[config.mk]
export PLATFORM = sky130hd
export DESIGN_NAME = asrv32_decode_queue
export DESIGN_NICKNAME = d
export VERILOG_FILES = /design/src/rtl/asrv32_decode_queue.sv
export SDC_FILE = /design/constraint.sdc
export NUM_CORES = 1
export LEC_CHECK = 0
export ABC_AREA = 1
export BUFFER_PORTS_ARGS = -buffer_cell sky130_fd_sc_hd__buf_2
export CAP_MARGIN = 20
export CORE_MARGIN = 3
export CORE_UTILIZATION = 45
export CTS_BUF_LIST = sky130_fd_sc_hd__clkbuf_2
export CTS_CLUSTER_DIAMETER = 200
export DETAILED_ROUTE_END_ITERATION = 10
export GPL_ROUTABILITY_DRIVEN = 0
export PLACE_DENSITY_LB_ADDON = 0.3
export SLEW_MARGIN = 20
export SYNTH_ARGS = -nofsm -noshare
export SYNTH_HDL_FRONTEND = slang
export SYNTH_SLANG_ARGS = --single-unit
[constraint.sdc]
create_clock -name i_clk -period 8.4 [get_ports i_clk]
set_input_delay 2.52 -clock i_clk [delete_from_list [all_inputs] [get_ports i_clk]]
set_output_delay 2.52 -clock i_clk [all_outputs]
set_load 0.005 [all_outputs]
[src/rtl/asrv32_decode_queue.sv]
`default_nettype none
// ============================================================================
// Module      : asrv32_decode_queue
// Description : RV32I(+M) decode stage with strict illegal checks feeding a
//               DEPTH-entry FIFO of decoded bundles toward execute.
// Revision    : 1.0 - initial release
// ============================================================================
module asrv32_decode_queue #(
    parameter int DEPTH    = 2,
    parameter bit ENABLE_M = 1'b0,
    parameter bit CHECK_F7 = 1'b1
) (
    input  logic                       i_clk,
    input  logic                       i_rst_n,
    input  logic                       i_valid,
    output logic                       o_ready,
    input  logic [31:0]                i_inst,
    input  logic [31:0]                i_pc,
    output logic [4:0]                 o_rs1_addr,
    output logic [4:0]                 o_rs2_addr,
    output logic                       o_valid,
    input  logic                       i_ready,
    output logic [31:0]                o_pc,
    output logic [4:0]                 o_rs1,
    output logic [4:0]                 o_rs2,
    output logic [4:0]                 o_rd,
    output logic [31:0]                o_imm,
    output logic [2:0]                 o_funct3,
    output logic [10:0]                o_opcode,
    output logic [13:0]                o_alu_op,
    output logic [7:0]                 o_mdu_op,
    output logic [3:0]                 o_exception,
    input  logic                       i_flush,
    output logic [$clog2(DEPTH+1)-1:0] o_count
);
    localparam int CNT_W = $clog2(DEPTH + 1);
    localparam int PTR_W = (DEPTH > 1) ? $clog2(DEPTH) : 1;
    localparam logic [CNT_W-1:0] c_DEPTH = CNT_W'(DEPTH);
    localparam logic [PTR_W-1:0] c_LAST  = PTR_W'(DEPTH - 1);

    localparam int c_OP_RTYPE = 0, c_OP_ITYPE = 1, c_OP_LOAD = 2, c_OP_STORE = 3;
    localparam int c_OP_BRANCH = 4, c_OP_JAL = 5, c_OP_JALR = 6, c_OP_LUI = 7;
    localparam int c_OP_AUIPC = 8, c_OP_SYSTEM = 9, c_OP_FENCE = 10;
    localparam int c_ALU_ADD = 0, c_ALU_SUB = 1, c_ALU_SLT = 2, c_ALU_SLTU = 3;
    localparam int c_ALU_XOR = 4, c_ALU_OR = 5, c_ALU_AND = 6, c_ALU_SLL = 7;
    localparam int c_ALU_SRL = 8, c_ALU_SRA = 9, c_ALU_EQ = 10, c_ALU_NEQ = 11;
    localparam int c_ALU_GE = 12, c_ALU_GEU = 13;

    typedef struct packed {
        logic [31:0] pc;
        logic [4:0]  rs1;
        logic [4:0]  rs2;
        logic [4:0]  rd;
        logic [31:0] imm;
        logic [2:0]  funct3;
        logic [10:0] opcode;
        logic [13:0] alu_op;
        logic [7:0]  mdu_op;
        logic [3:0]  exception;
    } bundle_t;

    logic [2:0]  w_f3;
    logic [6:0]  w_f7;
    logic [10:0] w_opc;
    logic [31:0] w_imm;
    logic [13:0] w_alu;
    logic [7:0]  w_mdu;
    logic        w_is_m, w_is_shift_i, w_f7_ok, w_shamt_ok;
    logic        w_priv, w_ecall, w_ebreak, w_mret, w_sys_bad, w_br_bad, w_illegal;
    bundle_t     w_bundle;

    assign w_f3       = i_inst[14:12];
    assign w_f7       = i_inst[31:25];
    assign o_rs1_addr = i_inst[19:15];
    assign o_rs2_addr = i_inst[24:20];

    always_comb begin
        w_opc               = '0;
        w_opc[c_OP_RTYPE]   = (i_inst[6:0] == 7'b0110011);
        w_opc[c_OP_ITYPE]   = (i_inst[6:0] == 7'b0010011);
        w_opc[c_OP_LOAD]    = (i_inst[6:0] == 7'b0000011);
        w_opc[c_OP_STORE]   = (i_inst[6:0] == 7'b0100011);
        w_opc[c_OP_BRANCH]  = (i_inst[6:0] == 7'b1100011);
        w_opc[c_OP_JAL]     = (i_inst[6:0] == 7'b1101111);
        w_opc[c_OP_JALR]    = (i_inst[6:0] == 7'b1100111);
        w_opc[c_OP_LUI]     = (i_inst[6:0] == 7'b0110111);
        w_opc[c_OP_AUIPC]   = (i_inst[6:0] == 7'b0010111);
        w_opc[c_OP_SYSTEM]  = (i_inst[6:0] == 7'b1110011);
        w_opc[c_OP_FENCE]   = (i_inst[6:0] == 7'b0001111);
    end

    always_comb begin
        w_imm = '0;
        if (w_opc[c_OP_ITYPE] || w_opc[c_OP_LOAD] || w_opc[c_OP_JALR])
            w_imm = {{20{i_inst[31]}}, i_inst[31:20]};
        else if (w_opc[c_OP_STORE])
            w_imm = {{20{i_inst[31]}}, i_inst[31:25], i_inst[11:7]};
        else if (w_opc[c_OP_BRANCH])
            w_imm = {{19{i_inst[31]}}, i_inst[31], i_inst[7], i_inst[30:25], i_inst[11:8], 1'b0};
        else if (w_opc[c_OP_JAL])
            w_imm = {{11{i_inst[31]}}, i_inst[31], i_inst[19:12], i_inst[20], i_inst[30:21], 1'b0};
        else if (w_opc[c_OP_LUI] || w_opc[c_OP_AUIPC])
            w_imm = {i_inst[31:12], 12'b0};
        else if (w_opc[c_OP_SYSTEM] || w_opc[c_OP_FENCE])
            w_imm = {20'b0, i_inst[31:20]};
    end

    assign w_is_m       = w_opc[c_OP_RTYPE] && (w_f7 == 7'b0000001);
    assign w_is_shift_i = w_opc[c_OP_ITYPE] && (w_f3[1:0] == 2'b01);

    always_comb begin
        w_alu    = '0;
        w_mdu    = '0;
        w_br_bad = 1'b0;
        if (w_opc[c_OP_RTYPE] || w_opc[c_OP_ITYPE]) begin
            case (w_f3)
                3'b000: w_alu[(w_opc[c_OP_RTYPE] && i_inst[30]) ? c_ALU_SUB : c_ALU_ADD] = 1'b1;
                3'b001: w_alu[c_ALU_SLL]  = 1'b1;
                3'b010: w_alu[c_ALU_SLT]  = 1'b1;
                3'b011: w_alu[c_ALU_SLTU] = 1'b1;
                3'b100: w_alu[c_ALU_XOR]  = 1'b1;
                3'b101: w_alu[i_inst[30] ? c_ALU_SRA : c_ALU_SRL] = 1'b1;
                3'b110: w_alu[c_ALU_OR]   = 1'b1;
                default: w_alu[c_ALU_AND] = 1'b1;
            endcase
            if (ENABLE_M && w_is_m) begin
                w_alu        = '0;
                w_mdu[w_f3]  = 1'b1;
            end
        end else if (w_opc[c_OP_BRANCH]) begin
            case (w_f3)
                3'b000: w_alu[c_ALU_EQ]   = 1'b1;
                3'b001: w_alu[c_ALU_NEQ]  = 1'b1;
                3'b100: w_alu[c_ALU_SLT]  = 1'b1;
                3'b101: w_alu[c_ALU_GE]   = 1'b1;
                3'b110: w_alu[c_ALU_SLTU] = 1'b1;
                3'b111: w_alu[c_ALU_GEU]  = 1'b1;
                default: w_br_bad         = 1'b1;
            endcase
        end else begin
            w_alu[c_ALU_ADD] = 1'b1;
        end
    end

    assign w_f7_ok    = (w_f7 == 7'b0000000) ||
                        ((w_f7 == 7'b0100000) && ((w_f3 == 3'b000) || (w_f3 == 3'b101))) ||
                        ((w_f7 == 7'b0000001) && ENABLE_M);
    assign w_shamt_ok = (w_f7 == 7'b0000000) || ((w_f7 == 7'b0100000) && (w_f3 == 3'b101));

    // Privileged SYSTEM forms need rs1=rd=0 and one of three known imm12 codes.
    assign w_priv    = w_opc[c_OP_SYSTEM] && (w_f3 == 3'b000);
    assign w_ecall   = w_priv && (i_inst[31:20] == 12'h000);
    assign w_ebreak  = w_priv && (i_inst[31:20] == 12'h001);
    assign w_mret    = w_priv && (i_inst[31:20] == 12'h302);
    assign w_sys_bad = w_priv && (!(w_ecall || w_ebreak || w_mret) ||
                                  (i_inst[19:15] != 5'd0) || (i_inst[11:7] != 5'd0));

    assign w_illegal = (i_inst[1:0] != 2'b11) || (w_opc == '0) ||
                       (w_is_shift_i && i_inst[25]) ||
                       (CHECK_F7 && w_opc[c_OP_RTYPE] && !w_f7_ok) ||
                       (CHECK_F7 && w_is_shift_i && !w_shamt_ok) ||
                       (w_is_m && !ENABLE_M) || w_br_bad || w_sys_bad;

    always_comb begin
        w_bundle           = '0;
        w_bundle.pc        = i_pc;
        w_bundle.rs1       = i_inst[19:15];
        w_bundle.rs2       = i_inst[24:20];
        w_bundle.rd        = i_inst[11:7];
        w_bundle.imm       = w_imm;
        w_bundle.funct3    = w_f3;
        w_bundle.opcode    = w_opc;
        w_bundle.alu_op    = w_alu;
        w_bundle.mdu_op    = w_mdu;
        w_bundle.exception = {w_mret && !w_illegal, w_ebreak && !w_illegal,
                              w_ecall && !w_illegal, w_illegal};
    end

    bundle_t          r_mem [DEPTH];
    logic [PTR_W-1:0] r_head, r_tail;
    logic [CNT_W-1:0] r_count;
    logic             w_push, w_pop;

    assign o_ready = (r_count != c_DEPTH);
    assign o_valid = (r_count != '0);
    assign o_count = r_count;
    assign w_push  = i_valid && o_ready && !i_flush;
    assign w_pop   = o_valid && i_ready && !i_flush;

    always_ff @(posedge i_clk) begin
        if (!i_rst_n) begin
            r_head  <= '0;
            r_tail  <= '0;
            r_count <= '0;
            for (int i = 0; i < DEPTH; i++) r_mem[i] <= '0;
        end else if (i_flush) begin
            r_head  <= '0;
            r_tail  <= '0;
            r_count <= '0;
        end else begin
            if (w_push) begin
                r_mem[r_tail] <= w_bundle;
                r_tail        <= (r_tail == c_LAST) ? '0 : r_tail + 1'b1;
            end
            if (w_pop) r_head <= (r_head == c_LAST) ? '0 : r_head + 1'b1;
            if (w_push && !w_pop)      r_count <= r_count + 1'b1;
            else if (!w_push && w_pop) r_count <= r_count - 1'b1;
        end
    end

    assign o_pc        = r_mem[r_head].pc;
    assign o_rs1       = r_mem[r_head].rs1;
    assign o_rs2       = r_mem[r_head].rs2;
    assign o_rd        = r_mem[r_head].rd;
    assign o_imm       = r_mem[r_head].imm;
    assign o_funct3    = r_mem[r_head].funct3;
    assign o_opcode    = r_mem[r_head].opcode;
    assign o_alu_op    = r_mem[r_head].alu_op;
    assign o_mdu_op    = r_mem[r_head].mdu_op;
    assign o_exception = r_mem[r_head].exception;
endmodule
`default_nettype wire

==> qor.yml <==
drc: 0
clk_path_buf_depth: 3
arrival_ps: 2990
synth_seq_cells: 227
wl_mm: 25.4
slowest_stage: "dfxtp_4"
p_leak_nw: 5.12
dp_hpwl_mm: 16.1
tns_ps: 0
peakVddDrop_mv: 0.0965
clock-root-buffer: "clkbuf_2"
ios: 202
cts_resized: 0
cts_sinks: 227
final_cells: 1458
h-tree-depth: 2
final_core_util: 0.533
postRouteAntennaNets: 0
path_max_fanout: 75
synth_top_area_frac: 0.631
first_pass_iters: 5
antenna_found_initial: 1
synthSimpleGateAreaFrac: 0.132
path_cells: "buf_4 -> mux2_2 -> buf_2"
synth.distinct_cells: 33
die-area_sq_um: 25400
hp-class: "reg -> reg"
drt_first_iter_violations: 503
synthFlopType: "edfxtp_1"
postSynthCellCount: 902
synth-xor-area-share: 0
grt_pass1_vias: 7338
netlist_top_cells_area: "edfxtp_1 (63%), mux2_2 (12%), nor2_1 (7.1%), a21oi_1 (2.8%), inv_1 (2.6%)"
dr_total_vias: 7450
yosysMostFrequentCell: "edfxtp_1"
synth_compound_area_frac: 0.0436
path_clk_slew_ps: 80
synthMuxAreaShare: 0.118
synth_warnings: 0
postCtsHoldBufs: 0
setup_viol: 0
nets: 1177
cp-start-kind: "register"
max_slew_margin: 0.266
rows: 55
skew_ps: 77.9
grt_max_degree: 76
dp.cells: 1360
critPathKind: "reg -> out"
required_ps: 5880
overflow: 0
grt.total_usage: 0.192
ys_seq_area_frac: 0.640
synth_common_cells: "edfxtp_1 (222), nor2_1 (201), mux2_2 (111)"
netlist_area_sq_um: 10600
slew_violations: 0
drv_cap: 0
syn_area_per_cell_sq_um: 11.7
p_per_area_nw_per_um2: 184
core_sq_um: 22800
die_x_um: 159
path_buf_inv: 2
synth_adder_area_share: 0.00118
synth_top_family_by_area: "simple AND/OR/NAND/NOR gates"
portBuffers: 193
clkLatencyLatePin_ps: 850
cts_tree: "built"
fmax_ghz: 0.181
syn_to_final_growth_pct: 15.2
hold_viol_final: 0
finalCriticalPeriod_ps: 5510
numCtsBuffers: 58
max_stage_delay_ps: 1040
synth_edf_count: 222
power_mw: 2.24
async_flop_share: 0
start_util: 0.463
crit_family: "flip-flops"
status: "finished clean"
viasPerCell: 5.11
end_kind: "output pin"
fp.dieH_um: 159
grt_setup_unrepaired: "no"
routedWlPerCell_um: 17.4
period_share: 0.656
worstMarginPinSlew_ps: 1100
grt_pass1_wl_mm: 38.9
layout-drive-gt1-share: 0.385
post_cts_buffers: 0
yosysTopAreaCell: "edfxtp_1"
per-layer routing:
| metal | global-route usage | wire (um) |
|---|---|---|
| met3 | 0.0455 | 1820 |
| met2 | 0.306 | 11800 |
| met4 | 0.0621 | 519 |
| met5 | 0 | 0 |
| met1 | 0.263 | 11300 |
metrics by stage:
step	setup WS, ps	hold WS, ps	cell area [sq um]
detailed placement	2660	459	11700
finish	2890	471	12200
CTS	2680	473	12200
global placement	2710	459	11700
floorplan	2170	447	10600
global route	2650	505	12200
kinds of logic after synthesis:
logic type               after synthesis
AND/OR/NAND/NOR                      332
flip-flops                           227
buffers and inverters                148
multiplexers                         111
AO/OA/AOI/OAI                         82
adder cells (fa/ha/maj)                1
other                                  1
power by group:
part	total, mW	switching [mW]	internal (mW)	leakage [nW]
Combinational	0.197	0.120	0.0768	2.37
Clock	0.731	0.429	0.302	0.397
Sequential	1.31	0.0147	1.29	2.35
path summary, 6_finish.rpt:
check,slack [ps],to,depth (start not counted),start
setup / recovery,2890,o_exception[3],3,register
hold / removal,470,register,2,r_head$_SDFFE_PP0P_
setup reg to reg,5200,r_mem[1][15]$_SDFFCE_PN0P_,7,o_count[0]$_SDFFE_PP0P_
hold reg to reg,470,register,2,r_head$_SDFFE_PP0P_
worst register-to-register path, delay by kind of cell, from the launching register on:
kind / cells / cell delay [ps]
AND/OR/NAND/NOR: 4 / 1310
buffers and inverters: 3 / 1230
flip-flops: 1 / 330
final cells by class:
class / instances / area [sq um]
clock buffer: 87 / 435
tap: 313 / 392
clock inverter: 10 / 65.1
sequential: 227 / 6770
fill: 2063 / 10700
inverter: 88 / 333
antenna: 1 / 2.50
timing repair buffer: 198 / 1000
multi-input combinational: 534 / 3170
flip-flops by register name, summed over array words and instances, names as in the netlist, named ones only:
| register | count |
|---|---|
| o_count | 2 |
| r_tail | 1 |
| r_mem | 222 |
| r_head | 1 |
cell usage in the layout, fill, tap and decap left out, types with 3 or more instances in the layout:
cell type,instances
inv_2,15
conb_1,8
edfxtp_1,222
buf_4,5
nand3_1,24
buf_2,193
nand3_2,3
nor3_1,10
mux2_2,111
a21oi_1,60
dfxtp_1,4
a211oi_1,3
clkbuf_2,87
inv_1,73
nor2_2,5
nor4_1,3
o211ai_1,9
nand2_1,67
nand2_2,8
nor2_1,201
clkinv_2,3
o21ai_0,6
clkinv_1,6
nand4_1,3
No activity file was read; power rests on OpenSTA's default activity.
